===== config.mk =====
export PLATFORM = sky130hd
export DESIGN_NAME = pll_lock_reset_seq_flat
export DESIGN_NICKNAME = d
export VERILOG_FILES = /design/src/rtl/pll_lock_reset_seq_if.sv /design/src/rtl/pll_lock_reset_seq.sv /design/src/flat_wrapper.sv
export SDC_FILE = /design/constraint.sdc
export NUM_CORES = 1
export LEC_CHECK = 0
export ABC_AREA = 0
export ABC_CLOCK_PERIOD_IN_PS = 2100
export CORE_ASPECT_RATIO = 1.75
export CORE_MARGIN = 2
export CORE_UTILIZATION = 55
export DETAILED_ROUTE_END_ITERATION = 7
export HOLD_SLACK_MARGIN = 0.06
export PLACE_DENSITY = 0.86
export SLEW_MARGIN = 25
export SYNTH_ARGS = -nofsm -noshare
export SYNTH_HDL_FRONTEND = slang
export SYNTH_SLANG_ARGS = --single-unit
export TNS_END_PERCENT = 10

===== constraint.sdc =====
create_clock -name clk -period 2.1 [get_ports clk]
set_input_delay 0.21 -clock clk [delete_from_list [all_inputs] [get_ports clk]]
set_output_delay 0.21 -clock clk [all_outputs]
set_load 0.02 [all_outputs]

===== src/rtl/pll_lock_reset_seq_if.sv =====
// Lock/reset sequencing bundle between the PLL-side sequencer and the pipeline.
// The slave modport is the sequencer's view; master is the consumer/driver side.
interface pll_lock_reset_seq_if #(
  parameter int NSTAGES = 3,
  parameter int CNT_W   = 8
);
  logic               locked_in;
  logic               clear_loss;
  logic [NSTAGES-1:0] rst_n_out;
  logic               ready;
  logic [CNT_W-1:0]   loss_count;

  modport master (
    output locked_in, clear_loss,
    input  rst_n_out, ready, loss_count
  );

  modport slave (
    input  locked_in, clear_loss,
    output rst_n_out, ready, loss_count
  );
endinterface


===== src/rtl/pll_lock_reset_seq.sv =====
// Synchronises and debounces the PLL lock flag, releases per-stage resets in
// ascending order with a fixed gap, then raises ready; counts lock losses.
module pll_lock_reset_seq #(
  parameter int LOCK_CYCLES = 1024,
  parameter int STAGE_GAP   = 16,
  parameter int NSTAGES     = 3,
  parameter int CNT_W       = 8
) (
  input  logic                 clk,
  input  logic                 resetn,
  pll_lock_reset_seq_if.slave  bus
);

  localparam int DW = $clog2(LOCK_CYCLES);
  localparam int GW = $clog2(STAGE_GAP + 1);
  localparam int SW = $clog2(NSTAGES + 1);

  localparam logic [DW-1:0] DLAST = DW'(LOCK_CYCLES - 1);
  localparam logic [GW-1:0] GLAST = GW'(STAGE_GAP - 1);
  localparam logic [SW-1:0] SLAST = SW'(NSTAGES);

  typedef enum logic [1:0] {
    WAIT_LOCK,
    DEBOUNCE,
    RELEASE,
    RUN
  } state_t;

  state_t             state_q, state_d;
  logic               sync1, lk;
  logic [DW-1:0]      dcnt_q, dcnt_d;
  logic [GW-1:0]      gcnt_q, gcnt_d;
  logic [SW-1:0]      stage_q, stage_d;
  logic [NSTAGES-1:0] rst_q, rst_d;
  logic               ready_q, ready_d;
  logic [CNT_W-1:0]   loss_q, loss_d;
  logic               loss_evt;

  always_ff @(posedge clk or negedge resetn) begin
    if (!resetn) begin
      sync1 <= 1'b0;
      lk    <= 1'b0;
    end else begin
      sync1 <= bus.locked_in;
      lk    <= sync1;
    end
  end

  always_ff @(posedge clk or negedge resetn) begin
    if (!resetn) begin
      state_q <= WAIT_LOCK;
      dcnt_q  <= '0;
      gcnt_q  <= '0;
      stage_q <= '0;
      rst_q   <= '0;
      ready_q <= 1'b0;
      loss_q  <= '0;
    end else begin
      state_q <= state_d;
      dcnt_q  <= dcnt_d;
      gcnt_q  <= gcnt_d;
      stage_q <= stage_d;
      rst_q   <= rst_d;
      ready_q <= ready_d;
      loss_q  <= loss_d;
    end
  end

  always_comb begin
    state_d  = state_q;
    dcnt_d   = dcnt_q;
    gcnt_d   = gcnt_q;
    stage_d  = stage_q;
    rst_d    = rst_q;
    ready_d  = ready_q;
    loss_evt = 1'b0;

    case (state_q)
      WAIT_LOCK: begin
        rst_d   = '0;
        ready_d = 1'b0;
        if (lk) begin
          state_d = DEBOUNCE;
          dcnt_d  = DW'(1);
        end
      end

      DEBOUNCE: begin
        if (!lk) begin
          state_d = WAIT_LOCK;
          dcnt_d  = '0;
        end else if (dcnt_q == DLAST) begin
          state_d = RELEASE;
          dcnt_d  = '0;
          gcnt_d  = '0;
          stage_d = SW'(1);
          rst_d   = NSTAGES'(1);
        end else begin
          dcnt_d = dcnt_q + DW'(1);
        end
      end

      RELEASE, RUN: begin
        if (!lk) begin
          loss_evt = 1'b1;
          state_d  = WAIT_LOCK;
          dcnt_d   = '0;
          gcnt_d   = '0;
          stage_d  = '0;
          rst_d    = '0;
          ready_d  = 1'b0;
        end else if (state_q == RELEASE) begin
          if (gcnt_q == GLAST) begin
            gcnt_d = '0;
            if (stage_q == SLAST) begin
              state_d = RUN;
              ready_d = 1'b1;
            end else begin
              // Shift-OR keeps earlier bits set and releases the next one up.
              rst_d   = rst_q | (NSTAGES'(1) << stage_q);
              stage_d = stage_q + SW'(1);
            end
          end else begin
            gcnt_d = gcnt_q + GW'(1);
          end
        end
      end

      default: state_d = WAIT_LOCK;
    endcase

    loss_d = loss_q;
    if (bus.clear_loss)
      loss_d = '0;
    else if (loss_evt && (loss_q != '1))
      loss_d = loss_q + CNT_W'(1);
  end

  assign bus.rst_n_out  = rst_q;
  assign bus.ready      = ready_q;
  assign bus.loss_count = loss_q;

endmodule


===== src/flat_wrapper.sv =====
// flat-port wrapper written by rule: the top's interface ports become plain ports
module pll_lock_reset_seq_flat 
#(
  parameter int LOCK_CYCLES = 1024,
  parameter int STAGE_GAP   = 16,
  parameter int NSTAGES     = 3,
  parameter int CNT_W       = 8
)
  (clk, resetn, bus_locked_in, bus_clear_loss, bus_rst_n_out, bus_ready, bus_loss_count);
  pll_lock_reset_seq_if #(.NSTAGES(NSTAGES), .CNT_W(CNT_W)) bus_i ();
  input  logic clk;
  input  logic resetn;
  input wire logic [$bits(bus_i.locked_in)-1:0] bus_locked_in;
  input wire logic [$bits(bus_i.clear_loss)-1:0] bus_clear_loss;
  output wire logic [$bits(bus_i.rst_n_out)-1:0] bus_rst_n_out;
  output wire logic [$bits(bus_i.ready)-1:0] bus_ready;
  output wire logic [$bits(bus_i.loss_count)-1:0] bus_loss_count;
  assign bus_i.locked_in = bus_locked_in;
  assign bus_i.clear_loss = bus_clear_loss;
  assign bus_rst_n_out = bus_i.rst_n_out;
  assign bus_ready = bus_i.ready;
  assign bus_loss_count = bus_i.loss_count;
  pll_lock_reset_seq #(.LOCK_CYCLES(LOCK_CYCLES), .STAGE_GAP(STAGE_GAP), .NSTAGES(NSTAGES), .CNT_W(CNT_W)) u_core (.clk(clk), .resetn(resetn), .bus(bus_i));
endmodule

## Word level (Yosys, flattened, before mapping)

Index checks and enable logic that the tools add are counted.

- Bits in registers: 33
- Output and inout port bits: 12

- Eq/ne operators: 16
- Bitwise logic cells: 1
- Shift-type cells: 1
- Add/sub/neg operators: 4
- Reduce and logical (&&, ||, !) cells: 12
- Mux-type cells: 42

Operators by type and width:

| cell | count |
|---|---|
| $mux W10 | 4 |
| $pmux W10 S3 | 1 |
| $mux W2 | 13 |
| $mux W5 | 5 |
| $mux W3 | 6 |
| $mux W8 | 2 |
| $ne A3 B3 Y1 const B | 5 |
| $add A10 B1 Y10 const B | 1 |
| $eq A10 B10 Y1 const B | 1 |
| $pmux W5 S2 | 1 |
| $reduce_and A5 Y1 | 2 |
| $pmux W3 S3 | 1 |
| $add A8 B1 Y8 const B | 1 |
| $ne A8 B8 Y1 const B | 1 |
| $reduce_and A4 Y1 | 2 |
| $eq A2 B2 Y1 const B | 3 |
| $mux W1 | 6 |
| $ne A2 B1 Y1 const B | 3 |
| $pmux W2 S3 | 1 |
| $reduce_and A6 Y1 | 1 |
| $reduce_bool A2 Y1 | 3 |
| $add A5 B1 Y5 const B | 1 |
| $eq A5 B4 Y1 const B | 1 |
| $pmux W2 S2 | 1 |
| other kinds (10) | 10 |

## Longest topological paths before layout

- Word-level depth: 7
- Depth in mapped cells: 6

## Least setup slack after synthesis

No wires, ideal clock.

- Path type: reg2reg
- From: register u_core.dcnt_q[0]
- To: register u_core.gcnt_q[0]
- Arrival: 1.626 ns
- Setup slack: 0.349 ns
- Period minus slack after synthesis: 1.751 ns
- Required time: 1.975 ns
- Buffers on the path: 0
- Cell stages (with the launch flop): 5
- Cell sequence: dfrtp_1 ha_1 nand4_4 o41ai_4 mux2_4

- Longest elaborated chain between the ends: 3

RTL lines:

| item | line | RTL |
|---|---|---|
| from (decl) | pll_lock_reset_seq.sv:31 | `logic [DW-1:0] dcnt_q, dcnt_d;` |
| from (signal assigned) | pll_lock_reset_seq.sv:60 | `dcnt_q <= dcnt_d;` |
| $eq A10 B10 Y1 | pll_lock_reset_seq.sv:92 | `end else if (dcnt_q == DLAST) begin` |
| $ne A2 B1 Y1 (no line) | -- |  |
| $reduce_and A4 Y1 (no line) | -- |  |
| to (signal assigned) | pll_lock_reset_seq.sv:61 | `gcnt_q <= gcnt_d;` |
| to (decl) | pll_lock_reset_seq.sv:32 | `logic [GW-1:0] gcnt_q, gcnt_d;` |

No other way between the ends.
A chain may end at the register's enable or synchronous reset.

## Worst setup path in the final report

- From: register u_core.dcnt_q[0]
- To: register u_core.dcnt_q[4]

- Longest elaborated chain between the ends: 4
- Elaborated cells on any way between the ends: 5
- Those cells by class: 1 x add/sub; 1 x eq/ne; 3 x mux

RTL lines:

| item | line | RTL |
|---|---|---|
| $add A10 B1 Y10 or $eq A10 B10 Y1 (tied branches) | pll_lock_reset_seq.sv:99, pll_lock_reset_seq.sv:92 |  |
| $mux W10 (*) | pll_lock_reset_seq.sv:92 |  |
| $mux W10 (*) | pll_lock_reset_seq.sv:89 | `if (!lk) begin` |
| $pmux W10 S3 (*) | pll_lock_reset_seq.sv:78 | `case (state_q)` |

Every way passes the cells marked *; elsewhere a longest branch is shown, timed or not.

==> flow_summary.toml <==
[global_route]
grt_overflow = 0
grt_max_degree = 34
grt_pass1_wl_mm = 7.176
grt_pass1_vias = 1650
grtUsageTotal_pct = 23.85
grt_antenna_before_repair = 0

[critical_path]
endpoint_kind = "register"
cp.required_ns = 2.30
critical_path_class = "reg2reg"
startpoint_type = "register"
crit_arrival_ns = 2.14
cp_max_fo = 6

[power_and_ir_drop]
p_per_area_mw_per_mm2 = 568.2
p_sw_share_pct = 24.29
p_int_w = 0.0009581
combPwrFrac_pct = 7.7
netSwitchingPower_w = 0.0003074
pwr-share-clk_pct = 37.4
leakage_nw = 0.9915
seqPwrFrac_pct = 54.9
ir_worst_vdd_uv = 477.2

[final_layout]
final_nets = 230
area_growth_pct = 17.18
drive_gt1_share_pct = 10.96
antenna_cells = 0
utilization_pct = 66.92
num-fill-cells = 279

[route]
via_count = 1630
via_per_inst = 6.174
first_pass_iters = 4
drc_errors = 0
wl_per_cell_um = 15.67
ant_nets = 0
wl_mm = 4.136
dr.first_iter.drc_count = 58

[sta]
rsz0062_at_grt = "false"
tightest_slew_ns = 0.4726
fmaxAchievable_ghz = 0.5158
relSlewSlack_pct = 68.38
layout_min_cycle_time_ns = 1.939
setup_tns_ns = 0
fin_skew_ns = 0.005043
finalHoldViolations = 0
fin_ws_ns = 0.1611
hold_ws_ns = 0.3250
setup_viol = 0
fin_crit_sh_pct = 92.33
slew_violations = 0

[floorplanning]
initial_core_util_pct = 57.11
io_pins = 16
core-area_mm2 = 0.003328
die_area_mm2 = 0.003960
die_w_um = 48.44
rows = 28
die_h_um = 81.77

[worst_hold_path]
hp-class = "in2async"

[cts]
clock_path_buffers = 2
cts.clk_slew.worst_paths_ns = 0.06
cts_buffers = 5
cts_tree = "built"
clk_latency_ns = 0.28
clock_sinks = 33
cts_max_level = 2
clockRootBuffer = "clkbuf_8"

[synthesis]
async_reset_ff_share_pct = 100.0
ys_seq_area_share_pct = 43.45
yosysWarnings = 0
synth-seq-cells = 33
synth_cells = 196
synthesis.nets = 207
synth.distinct_cells = 53
synthesis.area_mm2 = 0.001901
ys.flop_type = "dfrtp_1"
syn_area_per_cell_um2 = 9.697
synth_edf_count = 0

[placed_design]
finalWeightedCongestion = 0.9123
hpwl_mm = 3.072
numPortBuffers = 15
pre_cts_ws_ns = 0.2031

[flow_run]
max_cap_violations = 0

[status]
outcome = "completed"
==> through the flow <==
step	instance area, um^2	total power, W	instances
after floorplan	1901	0.0007565	196
after global placement	2118	0.0007966	254
after detailed placement	2118	0.0007998	254
after CTS	2205	0.001279	261
after global routing	2227	0.001324	264
final	2227	0.001265	264
==> cells in the final DEF, fill, tap and decap left out, drive strengths merged, types with 3 or more instances in the layout <==
| cell | synthesis | final |
|---|---|---|
| a21oi | 11 | 11 |
| a31oi | 6 | 6 |
| a32o | 3 | 3 |
| a41oi | 3 | 3 |
| and3 | 4 | 4 |
| and4 | 3 | 3 |
| buf | 3 | 9 |
| clkbuf | 5 | 7 |
| clkdlybuf4s50 | 0 | 15 |
| dfrtp | 33 | 33 |
| ha | 7 | 7 |
| inv | 8 | 8 |
| nand2 | 18 | 18 |
| nand2b | 3 | 3 |
| nand3 | 11 | 11 |
| nand4 | 7 | 7 |
| nor2 | 17 | 17 |
| nor3 | 3 | 3 |
| o211ai | 4 | 4 |
| o21ai | 10 | 10 |
| xor2 | 3 | 3 |
==> area by class of cell <==
type | count | area (um^2) | area share (%)
flip-flops and latches | 33 | 825.8 | 37.08
clock buffers | 7 | 86.33 | 3.876
repair buffers | 24 | 217.7 | 9.775
well taps | 45 | 56.30 | 2.528
inverters | 8 | 30.03 | 1.348
multi-input cells | 147 | 1011 | 45.39
==> critical path, stage by stage, from the launching register on <==
cell,delay (ns)
dfrtp_1,0.43
ha_1,0.31
and4_1,0.31
a311oi_4,0.41
buf_4,0.19
nand2_1,0.05
a31oi_1,0.16
==> sequential cells by signal, summed over array words and instances (netlist names) <==
signal and flops:
u_core.dcnt_q 10, u_core.state_q 2, u_core.gcnt_q 5, u_core.bus.rst_n_out 3, u_core.sync1 1, u_core.bus.ready 1
u_core.stage_q 2, u_core.bus.loss_count 8, u_core.lk 1
==> worst paths after layout <==
path | endpoint | slack [ns] | depth (start not counted) | startpoint
max | u_core.dcnt_q[4] | 0.16 | 6 | u_core.dcnt_q[0]
min | u_core.bus.loss_count[3] | 0.33 | 2 | resetn
max reg2reg | u_core.dcnt_q[4] | 0.16 | 6 | u_core.dcnt_q[0]
min reg2reg | u_core.lk | 0.35 | 0 | u_core.sync1
max in group asynchronous | u_core.dcnt_q[5] | 1.47 | 2 | resetn
min in group clk | u_core.lk | 0.35 | 0 | u_core.sync1
==> cell usage after synthesis (all sizes together) (2+ instances only) <==
cell type,n,area (um^2)
a21oi,11,55.05
a31o,2,17.52
a31oi,6,37.54
a32o,3,30.03
a32oi,2,17.52
a41oi,3,26.28
and2,2,12.51
and3,4,25.02
and4,3,26.28
buf,3,13.76
clkbuf,5,20.01
dfrtp,33,825.8
ha,7,87.58
inv,8,30.03
mux2,2,26.27
mux2i,2,20.02
nand2,18,67.56
nand2b,3,18.77
nand3,11,55.05
nand4,7,58.81
nor2,17,63.81
nor3,3,15.01
o211ai,4,30.03
o21a,2,15.01
o21ai,10,53.80
o41ai,2,36.29
xor2,3,26.28
==> repair_timing <==
| item | 4_1_cts | 5_1_grt |
|---|---|---|
| hold endpoints to repair | 0 | 0 |
| hold buffers | 0 | 0 |
| resized for setup | 0 | 0 |
| setup endpoints to repair | 0 | 1 |
| setup buffers | 0 | 3 |
==> logic make-up after synthesis <==
family	after synthesis	share of synthesized area, %
muxes	4	2.436
adders and majority gates	7	4.608
and+or+nand+nor	76	21.33
xor gates and xnor gates	4	1.844
DFF	33	43.45
buffers and inverters	16	3.357
AOI/OAI and AO/OA	56	22.98
==> power groups by stage <==
stage | Combinational (W) | Clock [W] | Sequential (W)
after floorplan | 0.0000597 | 0 | 0.000697
after global placement | 0.0000927 | 0 | 0.000704
after detailed placement | 0.0000945 | 0 | 0.000705
after CTS | 0.0000951 | 0.000490 | 0.000694
after global routing | 0.000112 | 0.000512 | 0.000700
final | 0.0000980 | 0.000473 | 0.000694
==> per-layer routing <==
layer  global-route usage [%]  part of all wire, %  vias to the layer above
li1                         -                    -                      783
met1                    23.33                   37                      796
met2                    45.00                   56                       33
met3                    5.273                  2.6                       18
met4                    15.71                  4.4                        0
met5                        0                    0                        -
Note: power is estimated with default switching activity, not from simulation.
